==> src/rtl/onehot_encoder_seq_if.sv <==
// Handshake bundle for onehot_encoder_seq: request-vector input
// side and 5-bit code output side, with drain status.
interface onehot_encoder_seq_if;
    logic        req_valid;
    logic        req_ready;
    logic [31:0] req_vec;
    logic        code_valid;
    logic        code_ready;
    logic [4:0]  code;
    logic        code_last;
    logic        done;
    logic [5:0]  count;

    modport master (
        output req_valid, req_vec, code_ready,
        input  req_ready, code_valid, code, code_last, done, count
    );

    modport slave (
        input  req_valid, req_vec, code_ready,
        output req_ready, code_valid, code, code_last, done, count
    );
endinterface

==> src/rtl/onehot_encoder_seq.sv <==
// Sequential 32-bit vector to 5-bit index encoder: emits the index
// of each set bit, lowest first, one per handshake, then pulses done.
module onehot_encoder_seq (
    input  logic                 clk,
    input  logic                 reset,
    onehot_encoder_seq_if.slave  bus
);
    typedef enum logic {IDLE, SCAN} state_t;

    state_t      state_q, state_d;
    logic [31:0] pending_q, pending_d;
    logic [5:0]  count_q, count_d;

    logic [4:0]  low_idx;
    logic [31:0] low_mask;
    logic        single;

    // Lowest set bit of pending and whether it is the only one left.
    always_comb begin
        low_idx = 5'd0;
        for (int i = 31; i >= 0; i--) begin
            if (pending_q[i]) low_idx = 5'(i);
        end
        low_mask = 32'd1 << low_idx;
        single   = (pending_q != 32'd0) &&
                   ((pending_q & (pending_q - 32'd1)) == 32'd0);
    end

    // Next-state, pending/count update and handshake outputs.
    always_comb begin
        state_d        = state_q;
        pending_d      = pending_q;
        count_d        = count_q;
        bus.req_ready  = 1'b0;
        bus.code_valid = 1'b0;
        bus.code       = 5'd0;
        bus.code_last  = 1'b0;
        bus.done       = 1'b0;
        unique case (state_q)
            IDLE: begin
                bus.req_ready = 1'b1;
                if (bus.req_valid) begin
                    pending_d = bus.req_vec;
                    count_d   = 6'd0;
                    state_d   = SCAN;
                end
            end
            SCAN: begin
                if (pending_q != 32'd0) begin
                    bus.code_valid = 1'b1;
                    bus.code       = low_idx;
                    bus.code_last  = single;
                    if (bus.code_ready) begin
                        pending_d = pending_q & ~low_mask;
                        count_d   = count_q + 6'd1;
                    end
                end else begin
                    bus.done = 1'b1;
                    state_d  = IDLE;
                end
            end
            default: state_d = IDLE;
        endcase
    end

    assign bus.count = count_q;

    // State, pending vector and emitted-code count registers.
    always_ff @(posedge clk) begin
        if (reset) begin
            state_q   <= IDLE;
            pending_q <= 32'd0;
            count_q   <= 6'd0;
        end else begin
            state_q   <= state_d;
            pending_q <= pending_d;
            count_q   <= count_d;
        end
    end
endmodule

==> src/flat_wrapper.sv <==
// flat-port wrapper written by rule: the top's interface ports become plain ports
module onehot_encoder_seq_flat 
  (clk, reset, bus_req_valid, bus_req_vec, bus_code_ready, bus_req_ready, bus_code_valid, bus_code, bus_code_last, bus_done, bus_count);
  onehot_encoder_seq_if bus_i ();
  input  logic clk;
  input  logic reset;
  input wire logic [$bits(bus_i.req_valid)-1:0] bus_req_valid;
  input wire logic [$bits(bus_i.req_vec)-1:0] bus_req_vec;
  input wire logic [$bits(bus_i.code_ready)-1:0] bus_code_ready;
  output wire logic [$bits(bus_i.req_ready)-1:0] bus_req_ready;
  output wire logic [$bits(bus_i.code_valid)-1:0] bus_code_valid;
  output wire logic [$bits(bus_i.code)-1:0] bus_code;
  output wire logic [$bits(bus_i.code_last)-1:0] bus_code_last;
  output wire logic [$bits(bus_i.done)-1:0] bus_done;
  output wire logic [$bits(bus_i.count)-1:0] bus_count;
  assign bus_i.req_valid = bus_req_valid;
  assign bus_i.req_vec = bus_req_vec;
  assign bus_i.code_ready = bus_code_ready;
  assign bus_req_ready = bus_i.req_ready;
  assign bus_code_valid = bus_i.code_valid;
  assign bus_code = bus_i.code;
  assign bus_code_last = bus_i.code_last;
  assign bus_done = bus_i.done;
  assign bus_count = bus_i.count;
  onehot_encoder_seq u_core (.clk(clk), .reset(reset), .bus(bus_i));
endmodule
==> config.mk <==
export PLATFORM = sky130hd
export DESIGN_NAME = onehot_encoder_seq_flat
export DESIGN_NICKNAME = d
export VERILOG_FILES = /design/src/rtl/onehot_encoder_seq_if.sv /design/src/rtl/onehot_encoder_seq.sv /design/src/flat_wrapper.sv
export SDC_FILE = /design/constraint.sdc
export NUM_CORES = 1
export LEC_CHECK = 0
export CELL_PAD_IN_SITES_DETAIL_PLACEMENT = 1
export CELL_PAD_IN_SITES_GLOBAL_PLACEMENT = 2
export CORE_MARGIN = 5
export CORE_UTILIZATION = 32
export DETAILED_ROUTE_END_ITERATION = 7
export PLACE_DENSITY_LB_ADDON = 0.1
export RECOVER_POWER = 50
export SLEW_MARGIN = 30
export SYNTH_ARGS = -nofsm -noshare
export SYNTH_HDL_FRONTEND = slang
export SYNTH_SLANG_ARGS = --single-unit
export TNS_END_PERCENT = 20
==> constraint.sdc <==
create_clock -name clk -period 5.4 [get_ports clk]
set_clock_uncertainty 0.2 [all_clocks]
set_input_delay 1.35 -clock clk [delete_from_list [all_inputs] [get_ports clk]]
set_output_delay 1.35 -clock clk [all_outputs]
set_load 0.02 [all_outputs]
==> results of run 1 <==
critical path: stages (launching register included):
cell and delay, ps:
dfxtp_1 380, or4_1 700, nor4_4 540, nand3_1 180, a22oi_1 210, o2111ai_1 150
nor4_2 230, clkdlybuf4s50_1 640
cells in the mapped netlist (2+ instances only):
cell type / instances / share of area
nand4_1: 2 / 0.0045
nand2b_1: 3 / 0.0068
nor4_2: 2 / 0.0090
mux2i_1: 5 / 0.018
nor2_1: 43 / 0.058
clkbuf_1: 16 / 0.022
a32o_1: 2 / 0.0072
a221oi_1: 6 / 0.019
o31ai_1: 2 / 0.0054
buf_6: 3 / 0.012
or4_1: 5 / 0.014
o2111ai_1: 4 / 0.013
nand2_1: 57 / 0.077
a311o_1: 2 / 0.0072
nor4_1: 8 / 0.018
dfxtp_1: 39 / 0.28
o31a_1: 2 / 0.0063
a211oi_1: 7 / 0.019
buf_2: 7 / 0.013
or4_4: 4 / 0.016
nand3_1: 5 / 0.0090
buf_1: 2 / 0.0027
a31oi_1: 10 / 0.023
a22oi_1: 2 / 0.0054
or3_1: 6 / 0.014
o41a_1: 3 / 0.012
o211ai_1: 4 / 0.011
a21o_1: 4 / 0.011
and3_1: 3 / 0.0068
o21ai_0: 13 / 0.023
o211a_1: 2 / 0.0072
a21oi_1: 31 / 0.056
and2_1: 3 / 0.0068
nor2b_1: 3 / 0.0068
nor3_1: 22 / 0.040
o22ai_1: 7 / 0.016
inv_1: 9 / 0.012
o21ai_1: 2 / 0.0036
xor2_1: 4 / 0.013
a221oi_2: 3 / 0.016
routing by layer:
layer  wire, µm  up-vias  track usage  share of wire
met1       5590     1508        0.335           0.50
met2       4810       86        0.321           0.43
li1           -     1481            -              -
met3        466       16       0.0264          0.042
met5          0        -            0              0
met4        249        0       0.0647          0.022
sequential cells by signal, summed over array words and instances (netlist names):
register / flops
u_core.bus.count: 6
u_core.pending_q: 32
u_core.state_q: 1
worst paths after layout:
path,startpoint,depth (start not counted),end,slack [ps]
worst max-delay path,u_core.pending_q[0],7,bus_code_last,520
worst min-delay path,u_core.bus.count[1],2,u_core.bus.count[1],320
worst max register to register,u_core.pending_q[0],6,u_core.pending_q[5],1650
worst min register to register,u_core.bus.count[1],2,u_core.bus.count[1],320
area by class of cell:
| type | count | area, µm² |
|---|---|---|
| Clock buffer | 7 | 76.3 |
| Clock inverter | 1 | 5.00 |
| Fill cell | 1077 | 5240 |
| Inverter | 9 | 33.8 |
| Multi-Input combinational cell | 301 | 1790 |
| Sequential cell | 39 | 781 |
| Tap cell | 108 | 135 |
| Timing Repair Buffer | 55 | 534 |
power breakdown:
part	total (W)	switching [W]	internal [W]
clock network	0.000196	0.000106	0.0000908
registers	0.000360	0.0000512	0.000309
logic	0.000382	0.000238	0.000144
total	0.000939	0.000395	0.000543
cell families (layout without fill, tap and decap cells):
kind of cell	Yosys count	in the layout	synth area share
AOI/OAI and AO/OA	120	120	0.312
xor gates and xnor gates	4	4	0.0126
adders and majority gates	2	2	0.00811
buffers and inverters	37	72	0.0613
DFF	39	39	0.281
muxes	5	5	0.0180
and+or+nand+nor	170	170	0.307
through the flow:
step | cells | setup slack [ps] | cell area (µm²)
floorplan | 377 | 1460 | 2780
global placement | 512 | 859 | 3320
detailed placement | 512 | 796 | 3330
CTS | 520 | 457 | 3410
global route | 520 | 248 | 3360
finish | 520 | 524 | 3360
layout by cell type (no fill, tap or decap), types with 8 or more instances in the layout:
| cell | instances |
|---|---|
| nor3_1 | 22 |
| clkdlybuf4s50_1 | 41 |
| inv_1 | 9 |
| a31oi_1 | 11 |
| a21oi_1 | 31 |
| dlygate4sd3_1 | 9 |
| o21ai_0 | 13 |
| dfxtp_1 | 39 |
| nand2_1 | 57 |
| a221oi_1 | 8 |
| nor2_1 | 43 |
==> run metrics, run 1 <==
status=finished, violations left; failing checks=max-capacitance violations, max-slew violations; relative slew slack=-0.0717; Tot GR Track Use=0.220; cts bufs inserted=5; post-route ant nets=0; post-CTS setup buffers=0; Achievable Freq=205 MHz; largest net degree at the start of global routing=37; CTS Buffer Depth=2; Area Overhead vs Synth=20.9%; final hold violation count=0; Final setup viols=0; setup TNS=0 ps; share of post-route cells with drive strength above 1=0.0631; Mean Syn Cell Area=7.37 µm²; CTS tree=yes; Final Util=0.391; crit end category=primary output; worst hold path type=reg2reg; diodes inserted=0; Tmin final=4880 ps; Post-Syn Instances=roughly 380; Core ar.=around 8600 µm²; Tot Pwr=roughly 0.00094 W; vias per inst=about 5.9; CP Class=reg2out; Post-CTS Hold Fix Bufs=0; I/O pin count=51; hold_ws=around 320 ps; Max Slew Vio Count=32; Req. time, crit path=between 3000 and 4000 ps; Synth cell types=60; Power Dens Cells=between 200 and 300 nW/µm²; number of I/O port buffers=50; Clk Latency, worst-skew pair=290 ps; CTS clk-pin slew, worst paths=80 ps; average wire per standard cell=~21 µm; Post-synth EDFFs=0; Post-synth top flop=dfxtp_1; vias in the first global route=between 3000 and 4000; Final GP Congestion=0.933; post-synthesis async set-or-reset flop share=0; Die ar.=roughly 11000 µm²; CP Launch Type=flip-flop; post-detail-place hpwl=8560 µm; Die Height=approximately 100 µm; clk sinks=39; Leakage=roughly 1.2 nW; initial antenna violation count=0; H-tree depth=2; Seq cells post-synth=39; num rows=34; post-route DRC violation count=0; first-pass GRT wire length=17800 µm; DRT iter0 DRCs=about 210; cts repair resizes=0; unrepaired setup endpoints after global routing=false; crit-path max FO=9; layout net count=around 450; die width=103 µm; sequential element share of the synthesized area=0.281; crit path DAT=3330 ps; max-cap violation count=1; total gr overflow=0; Peak VDD IR=a little over 0.0001 V; worst slew pin tran=1610 ps; Initial Util=0.323; Vias=between 3000 and 4000; Routed WL=11100 µm; part of the cycle the worst path needs=0.903; Post-Syn Area=2780 µm²; CTS root buf=clkbuf_8; Yosys warning total=0; drt first pass iters=4; Post-Synthesis Net Count=between 400 and 500
Power figures use the tool's default switching activity.
==> run 2, diff against run 1 <==
--- a/config.mk
+++ b/config.mk
@@ -5,10 +5,9 @@
 export SDC_FILE = /design/constraint.sdc
 export NUM_CORES = 1
 export LEC_CHECK = 0
-export CELL_PAD_IN_SITES_DETAIL_PLACEMENT = 1
-export CELL_PAD_IN_SITES_GLOBAL_PLACEMENT = 2
+export ABC_CLOCK_PERIOD_IN_PS = 5400
 export CORE_MARGIN = 5
-export CORE_UTILIZATION = 32
+export CORE_UTILIZATION = 45
 export DETAILED_ROUTE_END_ITERATION = 7
 export PLACE_DENSITY_LB_ADDON = 0.1
 export RECOVER_POWER = 50
@@ -16,4 +15,4 @@
 export SYNTH_ARGS = -nofsm -noshare
 export SYNTH_HDL_FRONTEND = slang
 export SYNTH_SLANG_ARGS = --single-unit
-export TNS_END_PERCENT = 20
+export TNS_END_PERCENT = 100
==> run 2 against run 1 <==
Against the previous run:
- the run still ends with max-capacitance violations, max-slew violations left
- non-clock buffer count grew 1
- clock power grew 27%
- highest routed layer unchanged
- critical path depth did not move
- critical endpoint unchanged
- wire length down 16%
==> run metrics, run 2 (synthesized netlist as in run 1, its figures left out) <==
commonest non-fill, non-tap cell in the layout=nand2_1; area of the multi-input gates=1790 µm² (about the same); relative slew slack=-0.104 (-0.0327); crit-path max FO=9 (unchanged); Area Overhead vs Synth=20.5%; number of I/O port buffers=50 (unchanged); status=finished, violations left; vias in the first global route=2815 (-9.5%); setup TNS=0 ps (unchanged); CTS tree=yes; first-pass GRT wire length=14700 µm (-17%); Worst Reg-to-Reg Cells=6 (unchanged); worst hold path type=reg2reg; failing checks=max-capacitance violations, max-slew violations; Tmin final=4890 ps (+13.6 ps); Filler cells=600 (-44%); hold_sp=u_core.bus.count[1]; crit end category=primary output; Req. time, crit path=3850 ps (about the same); Post-CTS Hold Fix Bufs=0 (unchanged); drt first pass iters=5 (+1); Core ar.=5960 µm² (-31%); Worst R2R End=u_core.pending_q[5]; Worst R2R Start=u_core.pending_q[0]; Initial Util=0.466 (+0.143); post-route DRC violation count=0 (unchanged); post-CTS setup buffers=0 (unchanged); vias per inst=6.38 (+7.3%); Clk Latency, worst-skew pair=300 ps (about the same); Max Slew Vio Count=33 (+3.1%); CTS Buffer Depth=2 (unchanged); most frequent cells in the layout=57 x nand2_1, 44 x nor2_1, 41 x clkdlybuf4s50_1; cts bufs inserted=5 (unchanged); register area=781 µm² (unchanged); Achievable Freq=205 MHz (-0.28%); CP Launch Type=flip-flop; average wire per standard cell=19.2 µm (-10%); max-cap violation count=1 (unchanged); unrepaired setup endpoints after global routing=false; Final Non-Filler Cells=487 (-6.3%); Routed WL=9340 µm (-16%); CTS clk-pin slew, worst paths=80 ps (about the same); WHS Endpoint=u_core.bus.count[1]; share of post-route cells with drive strength above 1=0.0655 (+0.00243); Tot GR Track Use=0.245 (+0.0250); diodes inserted=0 (unchanged); max FFs per register=32 (unchanged); Final setup viols=0 (unchanged); H-tree depth=2 (unchanged); Vias=3106 (+0.49%); Die ar.=7840 µm² (-26%); part of the cycle the worst path needs=0.905 (+0.00252); Final Util=0.562 (+0.171); post-route ant nets=0 (unchanged); Power Dens Cells=292 nW/µm² (+4.5%); hold path depth=2 (unchanged); num rows=28 (-18%); largest net degree at the start of global routing=36 (-2.7%); CP Class=reg2out; CTS root buf=clkbuf_8; final hold violation count=0 (unchanged); die width=88.6 µm (-14%); clk sinks=39 (unchanged); Leakage=1.20 nW (+1.4%); Final GP Congestion=0.980 (+5.1%); placed cell count=480 (-6.3%); I/O pin count=51 (unchanged); worst slew pin tran=1660 ps (+49.0 ps); post-detail-place hpwl=6910 µm (-19%); initial antenna violation count=0 (unchanged); DRT iter0 DRCs=402 (+95%); Most flops, register=u_core.pending_q; Die Height=88.6 µm (-14%); crit path DAT=3340 ps (about the same); cts repair resizes=0 (unchanged); total gr overflow=0 (unchanged); worst reg-to-reg setup slack=1960 ps (+310 ps); Peak VDD IR=0.000117 V (+13%); layout net count=449 (+0.22%)
run 2: worst max-delay path by stage:
| stage | from | endpoint | slack, ps |
|---|---|---|---|
| detailed placement | u_core.pending_q[0] | bus_code_last | 770 |
| floorplan | u_core.pending_q[9] | bus_code_last | 1460 |
| finish | u_core.pending_q[0] | bus_code_last | 510 |
| global route | u_core.pending_q[0] | bus_code_last | 300 |
| global placement | u_core.pending_q[0] | bus_code_last | 890 |
| CTS | u_core.pending_q[0] | bus_code_last | 430 |
run 2: metrics by stage:
stage	total power (W)	hold slack, ps	instance area [µm²]	worst slack (ps)
floorplan	0.000600	298	2780	1460
global placement	0.000735	273	3290	890
detailed placement	0.000730	295	3290	771
CTS	0.000977	308	3390	432
global route	0.00103	334	3350	297
finish	0.000978	295	3350	511
run 2: final cells by class:
type,count,area share
Timing Repair Buffer,56,0.162
Clock buffer,5,0.0206
Multi-Input combinational cell,301,0.535
Clock inverter,2,0.0112
Inverter,9,0.0101
Tap cell,75,0.0280
Sequential cell,39,0.233
run 2: power by group:
group	leakage (nW)	switching (W)	total, W	internal [W]
logic	0.833	0.000228	0.000375	0.000146
registers	0.320	0.0000456	0.000354	0.000309
clock network	0.0502	0.000114	0.000249	0.000135
total	1.20	0.000388	0.000978	0.000590
run 2: metal layers:
metal  global-route usage  wire length [µm]
met5                    0                 0
met4               0.0742               162
met3               0.0484               847
met2                0.368              4070
met1                0.353              4260
run 2: critical path: stages, from the launching register on:
cell,delay [ps]
dfxtp_1,380
or4_1,700
nor4_4,500
nand3_1,170
a22oi_1,250
o2111ai_1,160
nor4_2,240
clkdlybuf4s50_1,640
==> run 3, diff against run 2 <==
--- a/config.mk
+++ b/config.mk
@@ -7,7 +7,7 @@
 export LEC_CHECK = 0
 export ABC_CLOCK_PERIOD_IN_PS = 5400
 export CORE_MARGIN = 5
-export CORE_UTILIZATION = 45
+export CORE_UTILIZATION = 50
 export DETAILED_ROUTE_END_ITERATION = 7
 export PLACE_DENSITY_LB_ADDON = 0.1
 export RECOVER_POWER = 50
==> run 3 against run 2 <==
Against the previous run:
- the run still ends with max-capacitance violations, max-slew violations left
- wire length up 0.55%
- design area is 1.5% higher
- die area shrank 8.9%
- register-to-register slack worse by 70 ps
- clock power rose by 20%
- cell count down 0.62%
- global-route usage is 1.6 points higher
- largest cell class unchanged
- largest power group unchanged
==> run metrics, run 3 (synthesized netlist as in run 1, its figures left out) <==
CTS Buffer Depth=2 (unchanged); Clk Latency, worst-skew pair=300 ps (about the same); failing checks=max-capacitance violations, max-slew violations; Die Height=84.5 µm (-4.6%); CP Launch Type=flip-flop; worst hold path type=reg2reg; CTS clk-pin slew, worst paths=80 ps (about the same); cts repair resizes=0 (unchanged); die width=84.5 µm (-4.6%); post-route ant nets=0 (unchanged); CTS tree=yes; post-route DRC violation count=0 (unchanged); Req. time, crit path=3850 ps (about the same); Max Slew Vio Count=38 (+15%); Core ar.=5440 µm² (-8.7%); CP Class=reg2out; clk sinks=39 (unchanged); I/O pin count=51 (unchanged); part of the cycle the worst path needs=0.912 (+0.00629); DRT iter0 DRCs=366 (-9.0%); Final GP Congestion=1.03 (+4.8%); crit path DAT=3370 ps (+30 ps); max FFs per register=32 (unchanged); H-tree depth=2 (unchanged); Vias=3083 (-0.74%); relative slew slack=-0.279 (-0.175); average wire per standard cell=19.4 µm (+1.2%); Final Util=0.625 (+0.0628); setup TNS=0 ps (unchanged); Initial Util=0.511 (+0.0443); Area Overhead vs Synth=22.3%; Worst Reg-to-Reg Cells=6 (unchanged); Peak VDD IR=0.000161 V (+38%); Power Dens Cells=304 nW/µm² (+4.1%); crit-path max FO=9 (unchanged); vias in the first global route=2896 (+2.9%); first-pass GRT wire length=15100 µm (+2.2%); drt first pass iters=6 (+1); max-cap violation count=1 (unchanged); post-detail-place hpwl=7010 µm (+1.4%); Tot GR Track Use=0.261 (+0.0165); share of post-route cells with drive strength above 1=0.0704 (+0.00485); hold_ws=298 ps (+2.74 ps); hold path depth=2 (unchanged); Leakage=1.22 nW (+1.4%); Routed WL=9390 µm (+0.55%); Post-CTS Hold Fix Bufs=0 (unchanged); most frequent cells in the layout=57 x nand2_1, 43 x nor2_1, 41 x clkdlybuf4s50_1; Tmin final=4920 ps (+33.9 ps); vias per inst=6.37 (-0.13%); status=finished, violations left; post-CTS setup buffers=0 (unchanged); diodes inserted=0 (unchanged); number of I/O port buffers=50 (unchanged); Achievable Freq=203 MHz (-0.69%); commonest non-fill, non-tap cell in the layout=nand2_1; Final setup viols=0 (unchanged); placed cell count=476 (-0.83%); crit end category=primary output; Most flops, register=u_core.pending_q; num rows=27 (-3.6%); Final Non-Filler Cells=484 (-0.62%); total gr overflow=0 (unchanged); CTS root buf=clkbuf_8; unrepaired setup endpoints after global routing=false; Die ar.=7150 µm² (-8.9%); final hold violation count=0 (unchanged); largest net degree at the start of global routing=38 (+5.6%); layout net count=448 (-0.22%); worst slew pin tran=1920 ps (+262 ps); initial antenna violation count=0 (unchanged); cts bufs inserted=5 (unchanged)
-- run 3: layer usage --
metal  vias up  track usage  share of wire
met4         0       0.0791          0.026
li1       1482            -              -
met1      1422        0.376           0.46
met3        21       0.0500          0.089
met5         -            0              0
met2       158        0.394           0.43
-- run 3: area by class of cell --
| class | instances | area [µm²] |
|---|---|---|
| Tap cell | 72 | 90.1 |
| Fill cell | 518 | 2040 |
| Clock inverter | 2 | 60.1 |
| Multi-Input combinational cell | 301 | 1830 |
| Inverter | 9 | 33.8 |
| Timing Repair Buffer | 55 | 534 |
| Sequential cell | 39 | 781 |
| Clock buffer | 6 | 72.6 |
-- run 3: critical path, stage by stage (launching register included) --
cell	delay, ps
dfxtp_1	370
or4_1	700
nor4_4	590
nand3_1	170
a22oi_1	230
o2111ai_1	150
nor4_2	220
clkdlybuf4s50_1	630
-- run 3: worst paths after layout --
path	slack, ps	start	endpoint
hold / removal	300	u_core.bus.count[1]	u_core.bus.count[1]
hold reg to reg	300	u_core.bus.count[1]	u_core.bus.count[1]
setup / recovery	480	u_core.pending_q[0]	bus_code_last
setup reg to reg	1890	u_core.state_q	u_core.pending_q[5]
-- run 3: power by group --
group	switching, W	internal, W
clock	0.000113	0.000185
sequential	0.0000475	0.000309
combinational	0.000233	0.000146
total	0.000394	0.000640
-- run 3: metrics by stage --
step	setup slack (ps)	cell area [µm²]	total power, W
5_1_grt	309	3400	0.00108
3_3_place_gp	886	3280	0.000731
4_1_cts	489	3410	0.00102
6_report	477	3400	0.00103
3_5_place_dp	827	3280	0.000731
2_1_floorplan	1460	2780	0.000600
